===== config.mk =====
export PLATFORM = sky130hd
export DESIGN_NAME = int_priority_arbiter
export DESIGN_NICKNAME = d
export VERILOG_FILES = /design/src/rtl/int_priority_arbiter.sv
export SDC_FILE = /design/constraint.sdc
export NUM_CORES = 1
export LEC_CHECK = 0
export CAP_MARGIN = 25
export CORE_MARGIN = 2
export CORE_UTILIZATION = 25
export DETAILED_ROUTE_END_ITERATION = 7
export SLEW_MARGIN = 20
export SYNTH_ARGS = -nofsm -noshare
export SYNTH_HDL_FRONTEND = slang
export SYNTH_SLANG_ARGS = --single-unit

===== constraint.sdc =====
create_clock -name MCLK -period 1.5 [get_ports MCLK]
set_input_delay 0.3 -clock MCLK [delete_from_list [all_inputs] [get_ports MCLK]]
set_output_delay 0.3 -clock MCLK [all_outputs]
set_load 0.05 [all_outputs]

===== src/rtl/int_priority_arbiter.sv =====
// Fixed-priority interrupt arbiter with INTACK handshake, flag clear and
// a quiet gap before re-arbitration. NMI is edge-captured and always wins.
//
// Ports:
//   MCLK        system clock (rising edge)
//   RSTn        asynchronous active-low reset
//   GIE         global enable, gates maskable sources only
//   IE, IFG     per-source enable and level flag (NREQ bits)
//   NMI         synchronous non-maskable request, rising-edge sensitive
//   INTACKin    one-cycle CPU acknowledge of the presented request
//   INT         interrupt request to the CPU
//   IntAddrout  IVT index of the presented request, 0 when INT=0
//   IFGclr      one-cycle one-hot clear to the acknowledged source
//   busy        high whenever the sequencer is not idle
module int_priority_arbiter #(
    parameter int NREQ     = 8,
    parameter int IDX_BASE = 54,
    parameter int IDX_NMI  = 62,
    parameter int GAP      = 2
) (
    input  logic            MCLK,
    input  logic            RSTn,
    input  logic            GIE,
    input  logic [NREQ-1:0] IE,
    input  logic [NREQ-1:0] IFG,
    input  logic            NMI,
    input  logic            INTACKin,
    output logic            INT,
    output logic [5:0]      IntAddrout,
    output logic [NREQ-1:0] IFGclr,
    output logic            busy
);

    localparam logic [1:0] S_IDLE = 2'd0;
    localparam logic [1:0] S_PEND = 2'd1;
    localparam logic [1:0] S_ACK  = 2'd2;
    localparam logic [1:0] S_HOLD = 2'd3;

    logic [1:0]      state;
    logic [1:0]      state_n;
    logic            nmi_q;
    logic            nmi_pend;
    logic            nmi_pend_n;
    logic            nmi_edge;
    logic            nmi_clr;
    logic            win_nmi;
    logic            win_nmi_n;
    logic [3:0]      win_idx;
    logic [3:0]      win_idx_n;
    logic [3:0]      gap_cnt;
    logic [3:0]      gap_cnt_n;
    logic [NREQ-1:0] elig;
    logic            elig_any;
    logic [3:0]      top_idx;
    logic            win_elig;

    assign elig     = IFG & IE & {NREQ{GIE}};
    assign elig_any = |elig;

    // Ascending scan: the last set bit seen is the highest-priority one.
    always_comb begin
        top_idx = '0;
        for (int i = 0; i < NREQ; i++) begin
            if (elig[i]) top_idx = 4'(i);
        end
    end

    // Is the latched maskable winner still eligible?
    always_comb begin
        win_elig = 1'b0;
        for (int i = 0; i < NREQ; i++) begin
            if (win_idx == 4'(i)) win_elig = elig[i];
        end
    end

    // A fresh edge in the clearing cycle wins over the clear.
    assign nmi_edge   = NMI & ~nmi_q;
    assign nmi_clr    = (state == S_ACK) & win_nmi;
    assign nmi_pend_n = nmi_edge | (nmi_pend & ~nmi_clr);

    always_comb begin
        state_n   = state;
        win_nmi_n = win_nmi;
        win_idx_n = win_idx;
        gap_cnt_n = gap_cnt;
        unique case (state)
            S_IDLE: begin
                if (nmi_pend) begin
                    win_nmi_n = 1'b1;
                    win_idx_n = '0;
                    state_n   = S_PEND;
                end else if (elig_any) begin
                    win_nmi_n = 1'b0;
                    win_idx_n = top_idx;
                    state_n   = S_PEND;
                end
            end
            S_PEND: begin
                // Acknowledge beats withdrawal in the same cycle.
                if (INTACKin) begin
                    state_n = S_ACK;
                end else if (!win_nmi && !win_elig) begin
                    state_n = S_IDLE;
                end
            end
            S_ACK: begin
                gap_cnt_n = 4'(GAP);
                state_n   = S_HOLD;
            end
            S_HOLD: begin
                gap_cnt_n = gap_cnt - 4'd1;
                if (gap_cnt <= 4'd1) state_n = S_IDLE;
            end
            default: state_n = S_IDLE;
        endcase
    end

    always_ff @(posedge MCLK or negedge RSTn) begin
        if (!RSTn) begin
            state    <= S_IDLE;
            nmi_q    <= 1'b0;
            nmi_pend <= 1'b0;
            win_nmi  <= 1'b0;
            win_idx  <= '0;
            gap_cnt  <= '0;
        end else begin
            state    <= state_n;
            nmi_q    <= NMI;
            nmi_pend <= nmi_pend_n;
            win_nmi  <= win_nmi_n;
            win_idx  <= win_idx_n;
            gap_cnt  <= gap_cnt_n;
        end
    end

    // Outputs decode straight from the state so reset clears them at once.
    assign INT  = (state == S_PEND);
    assign busy = (state != S_IDLE);

    always_comb begin
        IntAddrout = '0;
        if (INT) begin
            if (win_nmi) IntAddrout = 6'(IDX_NMI);
            else         IntAddrout = 6'(IDX_BASE) + {2'b00, win_idx};
        end
    end

    always_comb begin
        IFGclr = '0;
        for (int i = 0; i < NREQ; i++) begin
            IFGclr[i] = (state == S_ACK) && !win_nmi && (win_idx == 4'(i));
        end
    end

endmodule


==> impl_results.md <==
* Result of the run: complete, but fails checks
* Count of placed standard cells in the final layout, fillers left out at 222
* Share of Yosys cell area claimed by the top area cell type at 33.76%
* Clock latency of the later-clocked register in the worst-skew pair at 0.28 ns
* Critical path data required time at 1.20 ns
* Primary FF master, synth: sky130_fd_sc_hd__dfrtp_1
* Dpl cells at 209
* Initial antenna violation count at 0
* Final-report hold violation count at 0
* TritonCTS sink count at 12
* Element type at the critical path end: primary output
* TritonRoute pass-1 iters at 4
* Final Cycle Share at 122.7%
* Worst-path clk slew at 0.08 ns
* Slew @ Worst Pin at 0.5387 ns
* Violated checks: negative setup slack
* Via count of the first global-routing pass at 1148
* Share of the yosys chip area belonging to registers at 33.76%
* Top-level port count at 37
* Placer Congestion at 0.7738
* Sequential share of power at 17.4%
* Largest net degree at the start of global routing at 13
* Net Count, Synth at 140
* Pwr/cell area at 1870 nW/um^2
* DRC violations left at 0
* Average size of a mapped cell at 7.669 sq um
* Cell internal power dissipation at 1.961 mW
* Time the final worst path needs with I/O delays and setup at 1.841 ns
* Number of port buffers at 36
* Max-slew violation total from the final report at 0
* Clock power frac at 7.1%
* Peak ir drop on the vdd network at 916.8 uV
* DR WL/cell at 13.70 microns
* Worst slew margin relative to its limit at 63.98%
* Hold Buf Count CTS at 0
* Yosys warning total at 0
* Antenna-violating nets left at 0
* Clock tree root buffer cell: sky130_fd_sc_hd__clkbuf_4
* Drt first-iter violations at 32
* Count of different cell masters after synthesis at 32
* Final count of negative-setup-slack endpoints at 17
* Inserted Clock Buffers at 3
* Total core area at 3390 sq um
* Die height at 63.65 microns
* FF+latch count, synth at 12
* TritonCTS clock tree: built
* Kind of path behind the tightest hold check: in2async
* Largest stage delay, worst path at 0.42 ns
* Fin Clk Skew at 0.005236 ns
* Top cells by area, synth: sky130_fd_sc_hd__dfrtp_1 34%, sky130_fd_sc_hd__a21oi_1 5.6%, sky130_fd_sc_hd__o21ai_0 5.1%
* Number of gates on the worst path with buffers counted at 5
* Overall via count from detail_route at 1113
* Gate power share at 75.5%
* Post-synthesis async set-or-reset flop share at 100.0%
* Width of the die at 63.65 microns
* Register-to-Register Path Depth at 6
* Remaining Overflow, GRT at 0
* Die Footprint at 4051 sq um
* Area leader, netlist: sky130_fd_sc_hd__dfrtp_1
* Initial Utilization at 26.25%
* Kind of cell adding the most delay to the critical path: simple AND/OR/NAND/NOR gates
* HPWL after detailed placement at 2.302 mm
* CP arrival at 1.54 ns
* Post-synthesis instance area at 889.6 sq um
* Count of nets after finishing at 201
* Number of enable-type register cells in the synthesized netlist at 0
* First-pass GRT wire length at 5.050 mm
* Ordered list of cells on the worst path: nor2b_4 -> nand2b_4 -> or2_4 -> nor3_4 -> buf_12
* Startpoint kind of the worst setup timing path: register
* Layout cell share with drive strength beyond 1 at 45.45%
* Routed wire length at 3.042 mm
* Worst Hold Slack at 0.3698 ns
* Reported max-cap violation count at 0
* Smallest setup slack after layout at -0.3412 ns
* Critical-path maximum fanout at 3
* Critical path class: reg2out
* Number of cells produced by synthesis at 116
* Via/cell ratio at 5.014
* N_diodes at 0
* H-tree level count at 1
* Switching power at 1.714 mW
* Unrepaired setup endpoints after global routing: yes
* Area overhead of the layout relative to synthesis at 121.0%
* GR Util All Layers at 15.22%
* Switching Share at 46.64%
* Leading cell types by count after synthesis: 12 x sky130_fd_sc_hd__dfrtp_1, 11 x sky130_fd_sc_hd__inv_1, 11 x sky130_fd_sc_hd__nand2_1, 10 x sky130_fd_sc_hd__a21oi_1
* Worst-case clock buffer depth at 2
* Cell with the most instances after synthesis: sky130_fd_sc_hd__dfrtp_1
* Number of placement rows at 21
* Slowest-stage cell, CP: sky130_fd_sc_hd__dfrtp_1
* Static leakage at 0.8553 nW
* Peak Freq at 0.5431 GHz
* Buffers and inverters on the worst path at 1
==> cell families (layout without fill, tap and decap cells) <==
| kind of cell | after synthesis | after routing | share of synthesized area, % |
|---|---|---|---|
| and+or+nand+nor | 48 | 48 | 27.43 |
| AOI/OAI and AO/OA | 36 | 36 | 25.60 |
| buffers and inverters | 17 | 77 | 9.001 |
| DFF | 12 | 12 | 33.76 |
| adders and majority gates | 3 | 3 | 4.220 |
==> power by group through the flow <==
stage | clock network (mW) | logic [mW] | registers (mW)
2_1_floorplan | 0 | 1.47 | 0.623
3_3_place_gp | 0 | 2.48 | 0.647
3_5_place_dp | 0 | 2.53 | 0.658
4_1_cts | 0.267 | 2.64 | 0.628
5_1_grt | 0.280 | 2.95 | 0.659
6_report | 0.262 | 2.77 | 0.639
==> layer usage <==
layer  wire, microns  share of wire [%]  vias up  GRT usage [%]
met5               0                  0        -              0
met4              43                1.4        0          4.620
met3             108                3.6        7          1.607
met2            1704                 56       33          29.21
met1            1186                 39      531          17.40
li1                -                  -      542              -
==> layout make-up <==
cell class,instances,area (sq um)
Multi-Input combinational cell,87,724.4
Inverter,11,55.05
Clock buffer,4,36.28
Timing Repair Buffer,62,787.0
Tap cell,46,57.56
Fill cell,275,1424
Sequential cell,12,305.3
==> metrics by stage <==
step | setup TNS [ns] | instance area (sq um) | setup slack (ns) | total power, mW | util, %
2_1_floorplan | -1.388 | 1082 | -0.2656 | 2.092 | -
3_3_place_gp | -1.778 | 1744 | -0.3807 | 3.131 | 51.46
3_5_place_dp | -1.893 | 1744 | -0.3571 | 3.185 | 51.46
4_1_cts | -3.391 | 1876 | -0.3475 | 3.537 | 55.33
5_1_grt | -4.589 | 1966 | -0.4305 | 3.889 | 57.99
6_report | -3.301 | 1966 | -0.3412 | 3.675 | 57.99
==> what timing repair did <==
action | 4_1_cts | 5_1_grt
endpoints found under the setup margin | 19 | 19
cloned | 0 | 0
gates resized for setup | 13 | 19
setup buffers | 6 | 4
pin swaps | 7 | 7
==> state kept, by name (all words and copies together) (netlist names), named ones only <==
| name | cells |
|---|---|
| win_nmi | 1 |
| win_idx | 3 |
| nmi_q | 1 |
| state | 1 |
| gap_cnt | 4 |
| nmi_pend | 1 |
==> path summary, 6_finish.rpt <==
kind | start | slack (ns) | to
setup / recovery | state[0]$_DFFE_PN0P_ | -0.34 | IFGclr[4]
hold / removal | RSTn | 0.37 | async pin
setup reg to reg | win_idx[1]$_DFFE_PN0P_ | -0.10 | state[0]$_DFFE_PN0P_
hold reg to reg | nmi_q$_DFF_PN0_ | 0.44 | nmi_pend$_DFF_PN0_
max in group asynchronous | RSTn | 0.75 | win_idx[1]$_DFFE_PN0P_
min in group MCLK | nmi_q$_DFF_PN0_ | 0.44 | nmi_pend$_DFF_PN0_
==> placed cells by master, fill, tap and decap left out, types with 2 or more instances in the layout <==
master	n
sky130_fd_sc_hd__dlymetal6s2s_1	8
sky130_fd_sc_hd__inv_1	6
sky130_fd_sc_hd__nand2b_4	2
sky130_fd_sc_hd__buf_12	18
sky130_fd_sc_hd__nor4_4	3
sky130_fd_sc_hd__nand2_1	10
sky130_fd_sc_hd__clkdlybuf4s50_1	12
sky130_fd_sc_hd__o21ai_1	2
sky130_fd_sc_hd__buf_8	2
sky130_fd_sc_hd__buf_4	19
sky130_fd_sc_hd__nand4_1	2
sky130_fd_sc_hd__a21oi_4	3
sky130_fd_sc_hd__nor3_4	4
sky130_fd_sc_hd__nor2_1	7
sky130_fd_sc_hd__dfrtp_1	8
sky130_fd_sc_hd__ha_1	2
sky130_fd_sc_hd__o31ai_1	3
sky130_fd_sc_hd__inv_4	2
sky130_fd_sc_hd__buf_6	3
sky130_fd_sc_hd__a22o_1	2
sky130_fd_sc_hd__o21ai_0	7
sky130_fd_sc_hd__nand3_1	7
sky130_fd_sc_hd__dfrtp_2	4
sky130_fd_sc_hd__a31oi_1	2
sky130_fd_sc_hd__a22oi_2	3
sky130_fd_sc_hd__a21oi_1	6
sky130_fd_sc_hd__clkbuf_4	3
sky130_fd_sc_hd__nor2_4	2
sky130_fd_sc_hd__nand4b_1	3
Power figures use the tool's default switching activity.
